===== src/rtl/regfile_scoreboard.sv =====
`default_nettype none
// ============================================================================
// Module      : regfile_scoreboard
// Description : Register file with per-register busy (scoreboard) bits.
//               Combinational read ports with write-through bypass; busy bits
//               are set by alloc, cleared by write-back, cleared en masse by
//               flush. Register 0 is hard-wired to zero and never busy.
// Ports       : sys_clk    - rising-edge clock
//               sys_rst_n  - asynchronous active-low reset
//               raddr      - packed read addresses, port k at [k*AW +: AW]
//               rdata      - packed read data, port k at [k*XLEN +: XLEN]
//               rbusy      - per-port busy flag of the addressed register
//               wen/waddr/wdata       - write-back port
//               alloc_en/alloc_addr   - destination reservation
//               flush      - drop all reservations
//               busy_any   - OR of all stored busy bits
// Revision    : 1.0 - initial release
// ============================================================================
module regfile_scoreboard #(
    parameter int  XLEN    = 32,
    parameter int  REG_NUM = 32,
    parameter int  RPORTS  = 2,
    localparam int AW      = $clog2(REG_NUM)
) (
    input  logic                   sys_clk,
    input  logic                   sys_rst_n,
    input  logic [RPORTS*AW-1:0]   raddr,
    output logic [RPORTS*XLEN-1:0] rdata,
    output logic [RPORTS-1:0]      rbusy,
    input  logic                   wen,
    input  logic [AW-1:0]          waddr,
    input  logic [XLEN-1:0]        wdata,
    input  logic                   alloc_en,
    input  logic [AW-1:0]          alloc_addr,
    input  logic                   flush,
    output logic                   busy_any
);

    logic [XLEN-1:0]    r_regs [REG_NUM];
    logic [REG_NUM-1:0] r_busy;
    logic [REG_NUM-1:0] w_busy_nxt;
    logic               w_wr_ok;
    logic               w_alloc_ok;

    assign w_wr_ok    = wen && (waddr != '0);
    assign w_alloc_ok = alloc_en && (alloc_addr != '0);

    // Order of the assignments encodes priority: alloc beats a same-address
    // write-back, and flush beats everything.
    always_comb begin
        w_busy_nxt = r_busy;
        if (w_wr_ok) begin
            w_busy_nxt[waddr] = 1'b0;
        end
        if (w_alloc_ok) begin
            w_busy_nxt[alloc_addr] = 1'b1;
        end
        if (flush) begin
            w_busy_nxt = '0;
        end
        w_busy_nxt[0] = 1'b0;
    end

    always_ff @(posedge sys_clk or negedge sys_rst_n) begin
        if (!sys_rst_n) begin
            r_busy <= '0;
            for (int i = 0; i < REG_NUM; i++) begin
                r_regs[i] <= '0;
            end
        end else begin
            r_busy <= w_busy_nxt;
            if (w_wr_ok) begin
                r_regs[waddr] <= wdata;
            end
        end
    end

    // Stored state only; a same-cycle write-back does not mask this flag.
    assign busy_any = |r_busy;

    generate
        for (genvar k = 0; k < RPORTS; k++) begin : g_rport
            logic [AW-1:0] w_ra;
            logic          w_zero;
            logic          w_hit;

            assign w_ra   = raddr[k*AW +: AW];
            assign w_zero = (w_ra == '0);
            // Bypass hit: the write-back data is being produced this cycle, so
            // the consumer can take it now and need not see the register busy.
            assign w_hit  = wen && !w_zero && (waddr == w_ra);

            assign rdata[k*XLEN +: XLEN] = w_zero ? '0 :
                                           w_hit  ? wdata : r_regs[w_ra];
            assign rbusy[k] = r_busy[w_ra] && !w_hit && !w_zero;
        end
    endgenerate

endmodule
`default_nettype wire

===== config.mk =====
export PLATFORM = sky130hd
export DESIGN_NAME = regfile_scoreboard
export DESIGN_NICKNAME = d
export VERILOG_FILES = /design/src/rtl/regfile_scoreboard.sv
export SDC_FILE = /design/constraint.sdc
export NUM_CORES = 2
export LEC_CHECK = 0
export ABC_AREA = 1
export ABC_CLOCK_PERIOD_IN_PS = 3700
export CAP_MARGIN = 20
export CORE_MARGIN = 1
export CORE_UTILIZATION = 40
export CTS_CLUSTER_DIAMETER = 150
export DETAILED_ROUTE_END_ITERATION = 12
export GPL_ROUTABILITY_DRIVEN = 0
export SYNTH_ARGS = -nofsm -noshare
export SYNTH_HDL_FRONTEND = slang
export SYNTH_SLANG_ARGS = --single-unit

===== constraint.sdc =====
create_clock -name sys_clk -period 3.7 [get_ports sys_clk]
set_clock_uncertainty 0.2 [all_clocks]
set_input_delay 0.74 -clock sys_clk [delete_from_list [all_inputs] [get_ports sys_clk]]
set_output_delay 0.74 -clock sys_clk [all_outputs]
set_load 0.05 [all_outputs]

==> results.yml <==
clock_network:
  clk_latency_ns: 0.74
  cts_tree: "built"
  clockBufferDepth: 3
  root_buffer: "clkbuf_16"
  numCtsBuffers: 118
  cts.sinks: 1055
  path_clk_slew_ns: 0.06
  htree_levels: 3
power:
  powerDensity_nw_per_um2: 515
  ir_worst_vdd_v: 0.000411
  p_sw_mw: 11.7
  clockPowerShare_pct: 35.7
  finalPower_mw: 35.9
  seqPwrFrac_pct: 42.3
  share_comb_of_total_power_pct: 22.0
  power.leakage_nw: 31.8
  intPower_mw: 24.2
  switching_share_pct: 32.6
job:
  drv_cap: 0
synthesis:
  netlist-cell-type-count: 35
  ys_seq_area_share_pct: 44.6
  syn_avg_cell_area_um2: 7.19
  synth_cells: 8241
  synthFlopType: "dfrtp_1"
  synth-edff-count: 0
  yosys_warnings: 0
  synth.cell_area_um2: 59200
  ys_top_cells_by_area: "dfrtp_1 (45%), nand2_1 (14%), o21ai_0 (11%)"
  synth_nets: 8298
  synth_commonest_cells: "nand2_1 (2228), o21ai_0 (1289), dfrtp_1 (1055)"
  yosysMostFrequentCell: "nand2_1"
  ys_ff_latch: 1055
  yosysTopAreaCellShare_pct: 44.6
  synth_largest_area_cell: "dfrtp_1"
  synth-async-reset-ratio_pct: 100
global_route:
  grt_usage_pct: 33.5
  overflow: 0
  antenna_found_initial: 5
  grt_first_pass_wirelength_um: 378000
  grt_max_degree: 131
  grt_pass1_vias: 55700
die:
  start_util_pct: 40.5
  die_area_um2: 150000
  row_count: 140
  core_area_um2: 146000
  ios: 124
  die_h_um: 387
  die_x_um: 387
route:
  wl_per_cell_um: 25.5
  routed_wl_um: 259000
  via_per_inst: 5.99
  routed-via-count: 60900
  antenna_left: 0
  initialDrtViolationCount: 9186
  drt_pass1_iterations: 6
  drc: 0
cells_and_area:
  fin_area_um2: 69700
  n_fill_cell: 14100
  post-route-util_pct: 47.7
  drive_gt1_share_pct: 10.1
  multi_input_area_um2: 27600
  instances_no_fill: 10200
  fin_nets: 8194
  area_delta_synth_final_pct: 17.7
  seqCellArea_um2: 26400
place:
  placed_area_um2: 65100
  place.port_buffers: 123
  dp.cells: 9912
  hpwl_um: 157000
timing:
  fmax_mhz: 272
  rsz0062_at_grt: "true"
  tightest_slew_ns: 1.07
  layout_min_cycle_time_ns: 3.67
  relSlewSlack_pct: 28.8
  worst_hold_slack_ns: 0.174
  slew_viol_final: 0
  period_share_pct: 99.3
  final_hold_viol_count: 0
  setup_viol: 0
worst_setup_path:
  crit_type: "in2out"
  endpoint_kind: "primary output"
  arrival_ns: 2.73
  start_kind: "input pin"
  cp.required_ns: 2.76
  worstPathMaxFanout: 10
run_status:
  status: "finished clean"
worst_hold_path:
  hold_class: "reg2reg"
## cells in the final DEF (no fill, tap or decap), drive strengths merged, types with 2 or more instances in the layout
cell           instances
clkdlybuf4s50         39
bufinv                17
nand4                  6
diode                  3
clkinvlp               7
dlygate4sd2            6
o21ai               1414
inv                  552
a21oi                460
nor2                 354
nor3                  13
nand3                917
nand3b                28
nand2               2229
buf                  508
dfrtp               1055
a22oi                  2
clkinv                32
nor4                   8
a21boi                 2
xor2                   2
clkbuf               171
or2                   30
o211ai               383
## path summary, 6_finish.rpt
| kind | startpoint | to | slack [ns] | cells after the start |
|---|---|---|---|---|
| min | r_regs[1013]$_DFFE_PN0P_ | r_regs[1013]$_DFFE_PN0P_ | 0.17 | 0 |
| min in group asynchronous | sys_rst_n | r_regs[996]$_DFFE_PN0P_ | 0.30 | 2 |
| max | raddr[1] | rdata[4] | 0.03 | 15 |
| min reg2reg | r_regs[1013]$_DFFE_PN0P_ | r_regs[1013]$_DFFE_PN0P_ | 0.17 | 0 |
| max in group asynchronous | sys_rst_n | r_regs[621]$_DFFE_PN0P_ | 1.91 | 3 |
| max reg2reg | r_busy[19]$_DFF_PN0_ | r_busy[19]$_DFF_PN0_ | 2.72 | 2 |
## stage by stage
stage | setup TNS (ns) | setup WS (ns)
6_report | 0 | 0.0257
5_1_grt | -0.000630 | -0.000625
4_1_cts | -0.0802 | -0.0802
3_5_place_dp | -0.348 | -0.210
3_3_place_gp | -0.582 | -0.271
2_1_floorplan | 0 | 0.271
## cells by family after synthesis
logic type	after synthesis	share of synthesized area, %
buf+inv	1335	9.31
flops	1055	44.6
simple gates	3585	25.3
compound gates	2263	20.8
xor+xnor	3	0.0444
## power by group through the flow
stage                     logic, mW  clock network [mW]  registers [mW]
after CTS                      7.73                12.9            15.1
after detailed placement       7.70                   0            15.3
final                          7.91                12.8            15.2
after global routing           8.78                13.3            15.4
after floorplan                5.01                   0            14.9
after global placement         7.53                   0            15.2
## layout make-up
type                    instances  share of cell area (%)
multi-input cells            5851                    39.6
flip-flops and latches       1055                    37.9
repair buffers                561                    10.1
clock buffers                 165                    4.92
well taps                    1917                    3.44
inverters                     550                    3.03
clock inverters                58                    1.05
diodes                          3                  0.0108
## worst max-delay path, stage by stage
cell and delay, ns:
buf_8 0.13, inv_8 0.14, buf_4 0.18, o22ai_1 0.08
nor2_1 0.09, nand3_1 0.16, nor2_4 0.17, buf_12 0.14
nor2_4 0.04, buf_4 0.14, buf_4 0.14, buf_12 0.14
nand3_1 0.13, nand2_1 0.11, buf_12 0.16
## state kept, by name, indices dropped and copies added, names as in the netlist
| signal | flops |
|---|---|
| r_regs | 1024 |
| r_busy | 31 |
## layer usage
metal / global-route usage, % / part of all wire, %
met1: 46.1 / 40
met2: 48.9 / 42
met3: 8.46 / 12
met4: 16.5 / 5.3
met5: 0 / 0.016
## timing repair
| action | 4_1_cts | 5_1_grt |
|---|---|---|
| hold endpoints to repair | 22 | 0 |
| setup endpoints to repair | 7 | 22 |
| hold buffers | 1 | 0 |
| gates resized for setup | 14 | 27 |
| setup buffers | 5 | 10 |
| pin swaps | 3 | 5 |
| cloned | 0 | 6 |
(Power assumes the default switching activity.)
